[config.mk]
export PLATFORM = sky130hd
export DESIGN_NAME = fetch_stage
export DESIGN_NICKNAME = d
export VERILOG_FILES = /design/src/rtl/fetch_stage_pkg.sv /design/src/rtl/fetch_stage_pc_register.sv /design/src/rtl/fetch_stage.sv
export SDC_FILE = /design/constraint.sdc
export NUM_CORES = 1
export LEC_CHECK = 0
export ABC_AREA = 0
export CAP_MARGIN = 20
export CORE_UTILIZATION = 40
export DETAILED_ROUTE_END_ITERATION = 12
export GPL_ROUTABILITY_DRIVEN = 0
export PLACE_DENSITY = 0.79
export SLEW_MARGIN = 10
export SYNTH_ARGS = -nofsm -noshare
export SYNTH_HDL_FRONTEND = slang
export SYNTH_SLANG_ARGS = --single-unit
[constraint.sdc]
create_clock -name clk -period 2.35 [get_ports clk]
set_clock_uncertainty 0.2 [all_clocks]
set_input_delay 0.235 -clock clk [delete_from_list [all_inputs] [get_ports clk]]
set_output_delay 0.235 -clock clk [all_outputs]
set_load 0.05 [all_outputs]
[src/rtl/fetch_stage_pkg.sv]
// Shared constants for the instruction-fetch front end.
// Imported by fetch_stage and pc_register.
package fetch_stage_pkg;

    localparam int          DEFAULT_DATA_WIDTH = 32;
    localparam logic [31:0] DEFAULT_TEXT_BASE  = 32'h0040_0000;
    localparam logic [31:0] NOP_INSTR          = 32'h0000_0000;
    localparam int          PC_INCREMENT       = 4;

endpackage

[src/rtl/fetch_stage_pc_register.sv]
// Enabled register with parameterised reset value, used for the PC.
// Asynchronous active-low reset.
module pc_register
    import fetch_stage_pkg::*;
#(
    parameter int                    DATA_WIDTH  = DEFAULT_DATA_WIDTH,
    parameter logic [DATA_WIDTH-1:0] RESET_VALUE = '0
) (
    input  logic                  clk_i,
    input  logic                  rst_ni,
    input  logic                  en_i,
    input  logic [DATA_WIDTH-1:0] d_i,
    output logic [DATA_WIDTH-1:0] q_o
);

    logic [DATA_WIDTH-1:0] q_q;

    always_ff @(posedge clk_i or negedge rst_ni) begin
        if (!rst_ni) begin
            q_q <= RESET_VALUE;
        end else if (en_i) begin
            q_q <= d_i;
        end
    end

    assign q_o = q_q;

endmodule

[src/rtl/fetch_stage.sv]
// Fetch stage: PC, ROM addressing and the IF/ID pipeline register.
// Define FETCH_BOUNDS_CHECK_EN to squash out-of-ROM fetches and raise Fault_o.
module fetch_stage
    import fetch_stage_pkg::*;
#(
    parameter int                    DATA_WIDTH   = DEFAULT_DATA_WIDTH,
    parameter logic [DATA_WIDTH-1:0] TEXT_BASE    = DATA_WIDTH'(DEFAULT_TEXT_BASE),
    parameter int                    MEMORY_DEPTH = 32
) (
    input  logic                  clk,
    input  logic                  reset,
    input  logic                  Stall_i,
    input  logic                  Redirect_i,
    input  logic [DATA_WIDTH-1:0] Target_i,
    input  logic [DATA_WIDTH-1:0] Instruction_i,
    output logic [DATA_WIDTH-1:0] MemAddress_o,
    output logic [DATA_WIDTH-1:0] PC_o,
    output logic [DATA_WIDTH-1:0] IFID_Instruction_o,
    output logic [DATA_WIDTH-1:0] IFID_PCPlus4_o,
    output logic                  IFID_Valid_o,
    output logic                  Fault_o
);

    localparam logic [DATA_WIDTH-1:0] NOP = DATA_WIDTH'(NOP_INSTR);
    localparam logic [DATA_WIDTH-1:0] INC = DATA_WIDTH'(PC_INCREMENT);

    logic [DATA_WIDTH-1:0] pc_q;
    logic [DATA_WIDTH-1:0] pc_d;
    logic [DATA_WIDTH-1:0] pc_plus4;
    logic [DATA_WIDTH-1:0] mem_addr;
    logic                  pc_en;
    logic                  capture;
    logic                  fetch_ok;

    logic [DATA_WIDTH-1:0] instr_q, instr_d;
    logic [DATA_WIDTH-1:0] pcp4_q, pcp4_d;
    logic                  valid_q, valid_d;

    assign pc_plus4 = pc_q + INC;
    assign mem_addr = pc_q - TEXT_BASE;
    assign pc_en    = Redirect_i | ~Stall_i;
    assign capture  = ~Redirect_i & ~Stall_i;
    // Low target bits are dropped so the PC is always word aligned.
    assign pc_d     = Redirect_i ? (Target_i & ~DATA_WIDTH'(3)) : pc_plus4;

    pc_register #(
        .DATA_WIDTH  (DATA_WIDTH),
        .RESET_VALUE (TEXT_BASE)
    ) u_pc (
        .clk_i  (clk),
        .rst_ni (reset),
        .en_i   (pc_en),
        .d_i    (pc_d),
        .q_o    (pc_q)
    );

`ifdef FETCH_BOUNDS_CHECK_EN
    localparam logic [DATA_WIDTH-1:0] ROM_WORDS = DATA_WIDTH'(MEMORY_DEPTH);

    logic fault_q;

    assign fetch_ok = (pc_q >= TEXT_BASE) && ((mem_addr >> 2) < ROM_WORDS);

    always_ff @(posedge clk or negedge reset) begin
        if (!reset) begin
            fault_q <= 1'b0;
        end else if (capture && !fetch_ok) begin
            fault_q <= 1'b1;
        end
    end

    assign Fault_o = fault_q;
`else
    assign fetch_ok = 1'b1;
    assign Fault_o  = 1'b0;
`endif

    always_comb begin
        instr_d = instr_q;
        pcp4_d  = pcp4_q;
        valid_d = valid_q;
        if (Redirect_i) begin
            instr_d = NOP;
            pcp4_d  = '0;
            valid_d = 1'b0;
        end else if (capture) begin
            instr_d = fetch_ok ? Instruction_i : NOP;
            pcp4_d  = pc_plus4;
            valid_d = fetch_ok;
        end
    end

    always_ff @(posedge clk or negedge reset) begin
        if (!reset) begin
            instr_q <= NOP;
            pcp4_q  <= '0;
            valid_q <= 1'b0;
        end else begin
            instr_q <= instr_d;
            pcp4_q  <= pcp4_d;
            valid_q <= valid_d;
        end
    end

    assign MemAddress_o       = mem_addr;
    assign PC_o               = pc_q;
    assign IFID_Instruction_o = instr_q;
    assign IFID_PCPlus4_o     = pcp4_q;
    assign IFID_Valid_o       = valid_q;

endmodule

==> impl_metrics.csv <==
group,metric,value,unit
outcome,outcome,"finished with violations",
outcome,violations,"setup timing",
setup_path,setup.worst_path.end_class,"primary output",
synth,synthTopCellsByCount,"dfrtp_1, nor2_1, nand2_1, clkbuf_1, mux2i_1",
synth,ys_async_sr_fraction,1.00,
global_route,grt_pass1_wl,25.2,mm
finish,drive_gt1_frac,0.186,
timing,finalWorstSetupSlack,-0.0812,ns
synth,yosysMostFrequentCell,"dfrtp_1",
finish,insertedDiodeCount,0,
route,vias,4934,
setup_path,crit_chain,"or4_4, nor4_4, xor2_4, buf_12",
global_route,grt_max_degree,54,
clock_network,cts_buffers,9,
place,dp_slack,-0.0658,ns
job,drv_cap,0,
floorplanning,dieArea,13400,um^2
route,drc_errors,0,
floorplanning,die_x,116,um
timing,finalMaxSlewViolations,0,
setup_path,crit_required,1.91,ns
timing,fmax,411,MHz
timing,finalHoldViolations,0,
global_route,overflow,0,
synth,ys_ff_latch,94,
floorplanning,pin_count,198,
synth,ys_seq_area_frac,0.454,
clock_network,clock_latency,0.34,ns
route,met3_length,1.48,mm
route,wl_met1,6.41,mm
synth,synth_edf_count,0,
power,max-vdd-ir-drop,0.000354,V
timing,final.period_utilization,1.03,
clock_network,htreeDepth,3,
route,wirelength,16.2,mm
synth,syn_area,5190,um^2
route,viasPerCell,5.40,
clock_network,cts-root-buf,"clkbuf_16",
power,p_leak,3.23,nW
synth,synth_cell_type_count,49,
setup_path,slowest_stage,"or4_4",
floorplanning,start_util,0.411,
synth,netlist_instances,556,
route,ant_nets,0,
synth,yosys.area.top_type,"dfrtp_1",
setup_path,critical_path.max_stage_delay,0.58,ns
global_route,grt_usage,0.243,
global_route,first_global_vias,5023,
clock_network,cts_tree,"yes",
timing,tightest_slew,0.566,ns
synth,synthTopCellsByArea,"dfrtp_1, mux2i_1, nor2_1",
floorplanning,core,12600,um^2
finish,fin_nets,808,
setup_path,ff2ff_setup_slack,0.08,ns
setup_path,critPathLaunchType,"register",
floorplanning,die_h,116,um
timing,hold_ws,0.176,ns
clock_network,cts.reportedPaths.clkPinSlew,0.07,ns
route,wl_per_cell,17.7,um
place,portBuffers,190,
setup_path,arrival,2.00,ns
finish,area_delta_synth_final,53.8,%
global_route,grt_antenna_before_repair,0,
place,hpwl,11.7,mm
route,firstDrtPassIters,5,
synth,synth_top_area_frac,0.449,
timing,setup_viol,2,
setup_path,cp_max_fo,3,
power,powerDensity,638,nW/um^2
route,highest_layer,"met4",
timing,slew_headroom,0.622,
floorplanning,rows,41,
route,drt_iter0_markers,302,
clock_network,cts.path.max_buffers,2,
timing,grt_setup_unrepaired,"yes",
clock_network,clock_sinks,94,
worst_hold_path,hold_path_class,"input pin to register",
synth,synth_warnings,0,
synth,synth_flop_cell,"dfrtp_1",
synth,syn_area_per_cell,9.33,um^2
timing,fin_crit,2.43,ns
setup_path,criticalPathCategory,"register to primary output",
route,wl_met2,8.05,mm
[metrics by stage]
| step | util | total power [mW] | cells | cell area, um^2 | TNS (ns) |
|---|---|---|---|---|---|
| CTS | 0.624 | 5.11 | 905 | 7870 | -0.225 |
| finish | 0.632 | 5.09 | 914 | 7980 | -0.161 |
| global route | 0.632 | 5.29 | 914 | 7980 | -0.343 |
| floorplan | - | 2.99 | 560 | 5470 | -0.532 |
| global placement | 0.598 | 3.61 | 886 | 7540 | -0.00358 |
| detailed placement | 0.598 | 3.64 | 886 | 7540 | -0.101 |
[layout by cell type (no fill, tap or decap), types with 3 or more instances in the layout]
cell type / instances
nor4_1: 8
a31oi_1: 12
a311o_1: 3
and4_1: 4
buf_12: 11
o31ai_1: 12
clkinv_2: 3
xnor2_1: 20
o21ai_0: 21
nor4_4: 3
and3_1: 3
or3_1: 8
xor2_1: 6
a311oi_1: 8
a21oi_1: 7
o2111a_1: 3
a211oi_1: 11
nand3_1: 13
dfrtp_2: 23
or4b_2: 3
clkbuf_16: 9
or4_4: 6
buf_4: 49
conb_1: 5
nor2_1: 77
or4_1: 12
dfrtp_1: 69
nor3_1: 9
nand2_1: 39
inv_1: 10
nor2b_1: 4
xor2_4: 4
nand4_1: 15
clkdlybuf4s50_1: 175
mux2i_1: 32
[kinds of logic (layout without fill, tap and decap cells)]
group	after synthesis	in the layout	share of synthesized area
other cells	1	5	0.000723
simple gates	218	218	0.217
fa+ha+maj	3	3	0.00723
mux	32	32	0.0617
buf+inv	87	269	0.0858
flops	94	94	0.454
xor+xnor	33	33	0.0557
compound gates	88	88	0.118
[registers in the layout, indices dropped and copies added (netlist names)]
signal,cells
IFID_PCPlus4_o,31
IFID_Valid_o,1
u_pc.q_o,30
IFID_Instruction_o,32
[report_power, final]
| group | switching [mW] | internal, mW | total [mW] |
|---|---|---|---|
| Clock | 0.631 | 0.824 | 1.45 |
| Sequential | 0.134 | 1.75 | 1.88 |
| Combinational | 1.10 | 0.655 | 1.76 |
| Total | 1.87 | 3.23 | 5.09 |
[timing repair]
action / in CTS / in global routing
hold buffers: 2 / 0
hold endpoints to repair: 40 / 0
gates resized for setup: 3 / 12
buffers inserted: 1 / 9
pin swaps: 1 / 3
endpoints found under the setup margin: 10 / 12
[path summary, 6_finish.rpt]
check                                        from                endpoint  depth (start not counted)
max                                  u_pc.q_o[25]        MemAddress_o[31]                          4
min                                       Stall_i      IFID_PCPlus4_o[28]                          3
max reg2reg                           u_pc.q_o[2]            u_pc.q_o[20]                          5
min reg2reg                IFID_Instruction_o[15]  IFID_Instruction_o[15]                          2
max in group asynchronous                   reset            u_pc.q_o[22]                          3
min in group asynchronous                   reset            u_pc.q_o[31]                          2
[worst max-delay path, delay by kind of cell (launching register included)]
kind / cells / cell delay, ns
simple gates: 2 / 0.91
buf+inv: 1 / 0.15
flops: 1 / 0.40
xor+xnor: 1 / 0.19
[per-layer routing]
metal / up-vias / GRT usage
met5: - / 0
met4: 0 / 0.0855
met3: 19 / 0.0690
met2: 228 / 0.421
met1: 2378 / 0.288
li1: 2309 / -
[cell type report]
| type | count | area [um^2] |
|---|---|---|
| fillers | 1046 | 4640 |
| well taps | 172 | 215 |
| repair buffers | 241 | 2400 |
| clock inverters | 6 | 61.3 |
| multi-input cells | 379 | 2640 |
| clock buffers | 10 | 229 |
| inverters | 12 | 48.8 |
| flip-flops and latches | 94 | 2390 |
(Power assumes the default switching activity.)
